## config.mk

```make
export PLATFORM = sky130hd
export DESIGN_NAME = exe_muldiv_ctrl
export DESIGN_NICKNAME = d
export VERILOG_FILES = /design/src/rtl/exe_pkg.sv /design/src/rtl/exe_muldiv_step.sv /design/src/rtl/exe_muldiv_ctrl.sv
export SDC_FILE = /design/constraint.sdc
export NUM_CORES = 1
export LEC_CHECK = 0
export CORE_UTILIZATION = 60
export CTS_BUF_LIST = sky130_fd_sc_hd__clkbuf_8
export DETAILED_ROUTE_END_ITERATION = 7
export GPL_ROUTABILITY_DRIVEN = 0
export PLACE_DENSITY_LB_ADDON = 0.3
export RECOVER_POWER = 25
export SYNTH_ARGS = -nofsm -noshare
export SYNTH_HDL_FRONTEND = slang
export SYNTH_SLANG_ARGS = --single-unit
export TNS_END_PERCENT = 10
```

## constraint.sdc

```tcl
create_clock -name clk -period 7.58 [get_ports clk]
set_input_delay 0.758 -clock clk [delete_from_list [all_inputs] [get_ports clk]]
set_output_delay 0.758 -clock clk [all_outputs]
set_load 0.01 [all_outputs]
```

## src/rtl/exe_pkg.sv

```systemverilog
// exe_pkg: shared types for the EXE-stage RV32M multiply/divide unit.
// Holds DATA_WIDTH, the funct3 op codes and the mul/div FSM states.
package exe_pkg;

   localparam int DATA_WIDTH = 32;
   localparam int CNT_W      = $clog2(DATA_WIDTH);

   typedef enum logic [2:0] {
      OP_MUL    = 3'b000,
      OP_MULH   = 3'b001,
      OP_MULHSU = 3'b010,
      OP_MULHU  = 3'b011,
      OP_DIV    = 3'b100,
      OP_DIVU   = 3'b101,
      OP_REM    = 3'b110,
      OP_REMU   = 3'b111
   } muldiv_op_e;

   typedef enum logic [1:0] {
      IDLE = 2'd0,
      CALC = 2'd1,
      DONE = 2'd2
   } muldiv_state_e;

   function automatic logic is_rem_op(input muldiv_op_e op);
      return (op == OP_REM) || (op == OP_REMU);
   endfunction

endpackage

```

## src/rtl/exe_muldiv_step.sv

```systemverilog
// exe_muldiv_step: one combinational iteration on {acc, mq} -- shift-add
// multiply, or (with RV32M_DIV_EN) restoring shift-subtract divide.
// Ports: is_div (RV32M_DIV_EN only), acc_i/mq_i/opnd_i in, acc_o/mq_o out.
module exe_muldiv_step
   import exe_pkg::*;
(
`ifdef RV32M_DIV_EN
   input  logic                  is_div,
`endif
   input  logic [DATA_WIDTH-1:0] acc_i,
   input  logic [DATA_WIDTH-1:0] mq_i,
   input  logic [DATA_WIDTH-1:0] opnd_i,
   output logic [DATA_WIDTH-1:0] acc_o,
   output logic [DATA_WIDTH-1:0] mq_o
);

   localparam int W = DATA_WIDTH;

   logic [W:0] sum;
`ifdef RV32M_DIV_EN
   logic [W:0] rem_sh;
   logic [W:0] diff;
`endif

   always_comb begin
      // multiply: add multiplicand on mq lsb, then shift {carry,acc,mq} right
      sum   = {1'b0, acc_i} + (mq_i[0] ? {1'b0, opnd_i} : '0);
      acc_o = sum[W:1];
      mq_o  = {sum[0], mq_i[W-1:1]};
`ifdef RV32M_DIV_EN
      // divide: shift left, trial subtract; diff msb set means borrow
      rem_sh = {acc_i, mq_i[W-1]};
      diff   = rem_sh - {1'b0, opnd_i};
      if (is_div) begin
         acc_o = diff[W] ? rem_sh[W-1:0] : diff[W-1:0];
         mq_o  = {mq_i[W-2:0], ~diff[W]};
      end
`endif
   end

endmodule

```

## src/rtl/exe_muldiv_ctrl.sv

```systemverilog
// exe_muldiv_ctrl: iterative RV32M unit for the EXE stage; stalls the pipe
// while busy. Ports: clk, rst (async, active-low), start/op/rs1_data/
// rs2_data/flush in; stall_o, done_o, result_o out.
// Divider present only when RV32M_DIV_EN is defined.
module exe_muldiv_ctrl #(
   parameter int DATA_WIDTH = 32
) (
   input  logic                  clk,
   input  logic                  rst,
   input  logic                  start,
   input  logic [2:0]            op,
   input  logic [DATA_WIDTH-1:0] rs1_data,
   input  logic [DATA_WIDTH-1:0] rs2_data,
   input  logic                  flush,
   output logic                  stall_o,
   output logic                  done_o,
   output logic [DATA_WIDTH-1:0] result_o
);

   import exe_pkg::*;

   localparam int W = DATA_WIDTH;
   localparam logic [CNT_W-1:0] CNT_LOAD = CNT_W'(W - 1);
`ifdef RV32M_DIV_EN
   localparam logic [W-1:0] MIN_NEG = {1'b1, {(W-1){1'b0}}};
`endif

   muldiv_state_e state_q, state_d;
   muldiv_op_e    op_q, op_d, op_in;
   logic [CNT_W-1:0] cnt_q, cnt_d;
   logic [W-1:0] acc_q, acc_d;
   logic [W-1:0] mq_q, mq_d;
   logic [W-1:0] opnd_q, opnd_d;
   logic [W-1:0] res_q, res_d;
   logic         neg_q, neg_d;

   logic         a_sgn, b_sgn, a_neg, b_neg;
   logic [W-1:0] a_mag, b_mag;
   logic [W-1:0] cap_acc, cap_mq, cap_opnd;
   logic         cap_neg, cap_skip;
   logic [W-1:0] step_acc, step_mq;
   logic [2*W-1:0] prod, prod_fix;
   logic [W-1:0] fixed;
   logic         accept;

   exe_muldiv_step u_step (
`ifdef RV32M_DIV_EN
      .is_div (op_q[2]),
`endif
      .acc_i  (acc_q),
      .mq_i   (mq_q),
      .opnd_i (opnd_q),
      .acc_o  (step_acc),
      .mq_o   (step_mq)
   );

   // operand capture: magnitudes, result sign, early-out cases
   always_comb begin
      op_in = muldiv_op_e'(op);
      a_sgn = 1'b0;
      b_sgn = 1'b0;
      unique case (op_in)
         OP_MULH, OP_DIV, OP_REM: begin
            a_sgn = 1'b1;
            b_sgn = 1'b1;
         end
         OP_MULHSU: a_sgn = 1'b1;
         default: ;
      endcase
      a_neg    = a_sgn & rs1_data[W-1];
      b_neg    = b_sgn & rs2_data[W-1];
      a_mag    = a_neg ? -rs1_data : rs1_data;
      b_mag    = b_neg ? -rs2_data : rs2_data;
      cap_acc  = '0;
      cap_mq   = op[2] ? a_mag : b_mag;
      cap_opnd = op[2] ? b_mag : a_mag;
      cap_neg  = is_rem_op(op_in) ? a_neg : (a_neg ^ b_neg);
      cap_skip = 1'b0;
`ifdef RV32M_DIV_EN
      // raw results parked in acc (rem) / mq (quot), no sign fix-up
      if (op[2] && rs2_data == '0) begin
         cap_acc  = rs1_data;
         cap_mq   = '1;
         cap_neg  = 1'b0;
         cap_skip = 1'b1;
      end else if (op[2] && b_sgn && rs1_data == MIN_NEG
                   && rs2_data == '1) begin
         cap_mq   = MIN_NEG;
         cap_neg  = 1'b0;
         cap_skip = 1'b1;
      end
`else
      if (op[2]) begin
         cap_mq   = '0;
         cap_neg  = 1'b0;
         cap_skip = 1'b1;
      end
`endif
   end

   // sign fix-up and result select, used only in DONE
   always_comb begin
      prod     = {acc_q, mq_q};
      prod_fix = neg_q ? -prod : prod;
      fixed    = '0;
      unique case (op_q)
         OP_MUL: fixed = prod_fix[W-1:0];
         OP_MULH, OP_MULHSU, OP_MULHU: fixed = prod_fix[2*W-1:W];
`ifdef RV32M_DIV_EN
         OP_DIV, OP_DIVU: fixed = neg_q ? -mq_q : mq_q;
         OP_REM, OP_REMU: fixed = neg_q ? -acc_q : acc_q;
`endif
         default: fixed = '0;
      endcase
   end

   always_comb begin
      state_d = state_q;
      op_d    = op_q;
      cnt_d   = cnt_q;
      acc_d   = acc_q;
      mq_d    = mq_q;
      opnd_d  = opnd_q;
      neg_d   = neg_q;
      res_d   = res_q;
      stall_o = 1'b0;
      done_o  = 1'b0;
      accept  = start & ~flush;
      unique case (state_q)
         IDLE: stall_o = accept;
         CALC: begin
            stall_o = 1'b1;
            acc_d   = step_acc;
            mq_d    = step_mq;
            if (cnt_q == '0) begin
               state_d = DONE;
            end else begin
               cnt_d = cnt_q - CNT_W'(1);
            end
         end
         DONE: begin
            done_o  = ~flush;
            state_d = IDLE;
            if (!flush) begin
               res_d = fixed;
            end
         end
         default: state_d = IDLE;
      endcase
      // new op accepted from IDLE or back-to-back from DONE
      if (accept && state_q != CALC) begin
         op_d    = op_in;
         cnt_d   = CNT_LOAD;
         acc_d   = cap_acc;
         mq_d    = cap_mq;
         opnd_d  = cap_opnd;
         neg_d   = cap_neg;
         state_d = cap_skip ? DONE : CALC;
      end
      if (flush) begin
         state_d = IDLE;
      end
      // keep stall low while reset is asserted, even with start high
      stall_o = stall_o & rst;
   end

   assign result_o = done_o ? fixed : res_q;

   always_ff @(posedge clk or negedge rst) begin
      if (!rst) begin
         state_q <= IDLE;
         op_q    <= OP_MUL;
         cnt_q   <= '0;
         acc_q   <= '0;
         mq_q    <= '0;
         opnd_q  <= '0;
         neg_q   <= 1'b0;
         res_q   <= '0;
      end else begin
         state_q <= state_d;
         op_q    <= op_d;
         cnt_q   <= cnt_d;
         acc_q   <= acc_d;
         mq_q    <= mq_d;
         opnd_q  <= opnd_d;
         neg_q   <= neg_d;
         res_q   <= res_d;
      end
   end

endmodule

```

==> flow_results.org <==
** Yosys
- After synthesis, flip-flops and latches occupy approximately a third of the total area.
- After synthesis, the share of flip-flops with an asynchronous set or reset is 100%.
- Most used DFF post-synth :: dfrtp_1
- In this run, synthesis inferred 0 flip-flops with an integrated enable.
- Warning count from the yosys run :: 0
- Mean Syn Cell Area :: ~8.2 um^2
- Counting distinct cell types in the post-synthesis netlist gives 73.
- Flop and latch count out of synthesis :: about 140
- Synthesis produced a netlist whose cell count is around 1.3k.
- Synthesis produced a netlist with a net count of about 1.4k.
- The mapped netlist covers roughly 0.011 mm^2.

** Clocking
- The H-tree was split into 4 levels.
- The clock reaches the later pin of the worst-skew pair after roughly 0.48 ns.
- After clock tree synthesis, the flow added hold-fix buffers numbering 0.
- The clock drives roughly 140 sinks.
- Gates resized during post-CTS repair numbered 0.
- Post-CTS timing repair inserted 0 buffers for setup.
- After clock tree synthesis, the clock-pin slew on the worst setup and hold paths is around 0.08 ns.
- CTS Buffer Depth :: 2
- The tree is rooted in a clkbuf_8.
- Clock buffers created by TritonCTS :: 17
- CTS tree :: built

** Worst setup path
- Req. time, crit path :: 6.82 ns
- For this run, the slowest stage of the critical path takes 0.71 ns.
- The worst setup path is captured at a primary output.
- Type of element launching the critical path :: flip-flop
- For this design, the slowest cell found on the critical path is dfrtp_1.
- The signal on the critical path passes through inv_1 > ha_1 > or4b_4 > nor4_4 > nand4_2 > or4_1 > nor2_1 > mux2_2 > a21oi_1 > o21ai_1 > clkdlybuf4s50_1.
- Max Fanout on Critical Path :: 37
- The worst setup path is of the flip-flop to primary output kind.
- Data arrival at the endpoint of the critical path :: 4.60 ns

** GRT
- Overall track demand over capacity in global routing :: about a third
- Wire length of the first global-routing pass :: 48,900 um
- Summed over all layers, the global routing overflow is 0.
- Pin count of the biggest net entering global routing :: 65
- Number of antenna violations at the first check in global routing :: 0
- The via count of the first global-routing pass is around 9k.

** Timing
- In this run the tightest slew margin relative to its limit is -123%.
- Summed over all failing endpoints, the final setup total negative slack is 0 ns.
- Hold is met by 0.489 ns.
- On the final layout, the worst clock skew is between 0.01 and 0.015 ns.
- For this run, the top clock speed supported by timing is ~190 MHz.
- For the pin with the worst max-slew slack, the measured transition is 3.35 ns.
- The count of endpoints failing hold in the final timing report is 0.
- Final critical-path share of the clock period :: around 71%
- For the finished layout, the period the worst path requires is around 5.4 ns.
- Setup repair after global routing left no endpoint under its margin.
- Endpoints failing setup :: 0
- Pins Over Slew Limit :: around 150

** Final layout
- Number of nets in the layout :: roughly 1.5k
- Fraction of layout instances using a drive strength above 1 :: 5.38%
- Area growth from synthesis to layout :: 14.3%
- The repair_antennas step left the layout with diodes totalling 0.
- Count of non-filler cells in the finished layout :: 1,582
- Fill cell total of the finished layout :: approximately 1.3k

** Placement
- DP Wirelength :: around 23,000 um
- Buffers placed on the I/O ports in this run total 104.
- Cell count after placement :: about 1.6k

** Floorplanning
- The floorplan step defined a die boundary enclosing between 0.015 and 0.02 mm^2.
- Site Rows :: between 40 and 50
- In this run the standard cell core region covers 0.0172 mm^2.
- Die Width :: approximately 130 um
- Initial Utilization :: just over 60%
- Die Height :: roughly 130 um
- I/O pin cnt :: 105

** Pwr
- Worst supply voltage drop on vdd :: ~0.22 mV
- Leakage power figure :: between 5 and 6 nW
- The completed layout was analyzed and its total power is approximately 3.2 mW.
- For this design the ratio of total power to cell area is ~260 mW/mm^2.

** Route
- In this run, the number of DRC markers left after iteration 0 of detailed routing was approximately 1.2k.
- The first detailed-routing pass took 8 iterations.
- In the routed design, unresolved DRC markers number 1.
- DR vias :: 10.3k
- Dividing the detail-routed wire length by the instance count gives 19.5 um.
- Dividing the detail-routed via count by the number of cells gives between 6 and 7.
- Overall routed net length :: 30,800 um
- The count of nets left with antenna violations once routing finished came out at 0.

** Outcome
- The flow ran to the end, but the final reports show violations.
- The final reports fail on DRC, capacitance limit, slew limit.

** Min path
- HP Class :: flip-flop to flip-flop

** Run
- Across the run, the number of max-cap violations was 3.
==> power breakdown <==
group | leakage [nW] | switching, mW | internal (mW)
Sequential | 1.78 | 0.257 | 0.940
Clock | 0.222 | 0.305 | 0.345
Combinational | 3.08 | 0.754 | 0.582
Total | 5.08 | 1.32 | 1.87
==> per-layer routing <==
metal  routed length [um]  global-route usage (%)  vias to the layer above  part of all wire [%]
met4                  984                    13.2                        0                   3.2
met5                    0                       0                        -                     0
met3                 3090                    6.68                       79                    10
met2                13300                    51.3                      631                    43
met1                13500                    50.3                     4820                    44
li1                     -                       -                     4805                     -
==> layout make-up <==
class	instances	area, um^2	area share, %
timing repair buffer	113	1090	9.07
inverter	24	90.1	0.746
clock inverter	13	165	1.37
clock buffer	19	262	2.17
sequential	139	3480	28.8
multi-input combinational	1049	6700	55.5
tap	225	282	2.33
==> critical path, delay by kind of cell (launching register included) <==
kind	cells	cell delay, ns
fa+ha+maj	1	0.20
buf+inv	2	0.72
compound gates	2	0.24
mux	1	0.35
flops	1	0.71
simple gates	5	1.90
==> cells by family (layout without fill, tap and decap cells) <==
kind of cell	Yosys count	after routing	share of synthesized area [%]
mux	19	19	1.86
compound gates	406	406	24.1
flops	139	139	32.9
buf+inv	105	169	3.77
fa+ha+maj	38	38	4.57
xor+xnor	136	136	11.3
simple gates	450	450	21.5
==> stage by stage <==
step / utilization, % / setup slack (ns) / instance area (um^2)
floorplan: - / 3.75 / 10600
global placement: 67.7 / 2.69 / 11700
detailed placement: 67.7 / 2.63 / 11700
CTS: 70.1 / 2.25 / 12100
global route: 70.0 / 1.96 / 12100
finish: 70.0 / 2.22 / 12100
==> sequential cells by signal (all words and copies together) (netlist names) <==
| name | count |
|---|---|
| op_q | 3 |
| acc_q | 32 |
| opnd_q | 32 |
| mq_q | 32 |
| state_q | 2 |
| cnt_q | 5 |
| res_q | 32 |
| neg_q | 1 |
==> synth_stat cells (6+ instances only) <==
| library cell | n | area, um^2 |
|---|---|---|
| xor2_1 | 76 | 666 |
| xnor2_1 | 60 | 526 |
| and2_1 | 37 | 231 |
| nor2_1 | 107 | 402 |
| or2_2 | 8 | 50.1 |
| or3_1 | 17 | 106 |
| and3_1 | 10 | 62.6 |
| inv_1 | 24 | 90.1 |
| a21oi_1 | 90 | 450 |
| nand3_1 | 27 | 135 |
| nand2_1 | 133 | 499 |
| nor2b_1 | 9 | 56.3 |
| dfrtp_1 | 139 | 3480 |
| nor4_1 | 16 | 100 |
| o31ai_1 | 29 | 218 |
| ha_1 | 37 | 463 |
| o41ai_1 | 15 | 131 |
| o211ai_1 | 6 | 45.0 |
| a22oi_1 | 27 | 203 |
| nor3_1 | 30 | 150 |
| nand4_1 | 7 | 43.8 |
| clkbuf_1 | 75 | 282 |
| a21o_1 | 20 | 150 |
| mux2i_1 | 14 | 140 |
| nand2b_1 | 9 | 56.3 |
| or4_1 | 15 | 113 |
| a221oi_1 | 19 | 166 |
| a31oi_1 | 11 | 68.8 |
| o21ai_0 | 141 | 706 |
==> path summary, 6_finish.rpt <==
path / slack (ns) / to / cells past startpoint / from
max: 2.22 / result_o[28] / 11 / mq_q[0]
min: 0.49 / opnd_q[25] / 2 / opnd_q[25]
max reg2reg: 3.63 / acc_q[31] / 10 / mq_q[0]
min reg2reg: 0.49 / opnd_q[25] / 2 / opnd_q[25]
max in group asynchronous: 2.87 / res_q[26] / 2 / rst
min in group asynchronous: 0.76 / opnd_q[4] / 1 / rst
==> layout by cell type (no fill, tap or decap), types with 19 or more instances in the layout <==
| cell type | count |
|---|---|
| a21o_1 | 20 |
| a21oi_1 | 90 |
| a221oi_1 | 19 |
| a22oi_1 | 27 |
| and2_1 | 37 |
| clkbuf_8 | 19 |
| clkdlybuf4s50_1 | 103 |
| dfrtp_1 | 139 |
| ha_1 | 37 |
| inv_1 | 25 |
| nand2_1 | 132 |
| nand3_1 | 27 |
| nor2_1 | 106 |
| nor3_1 | 30 |
| o21ai_0 | 141 |
| o31ai_1 | 29 |
| xnor2_1 | 60 |
| xor2_1 | 76 |
(Power assumes the default switching activity.)
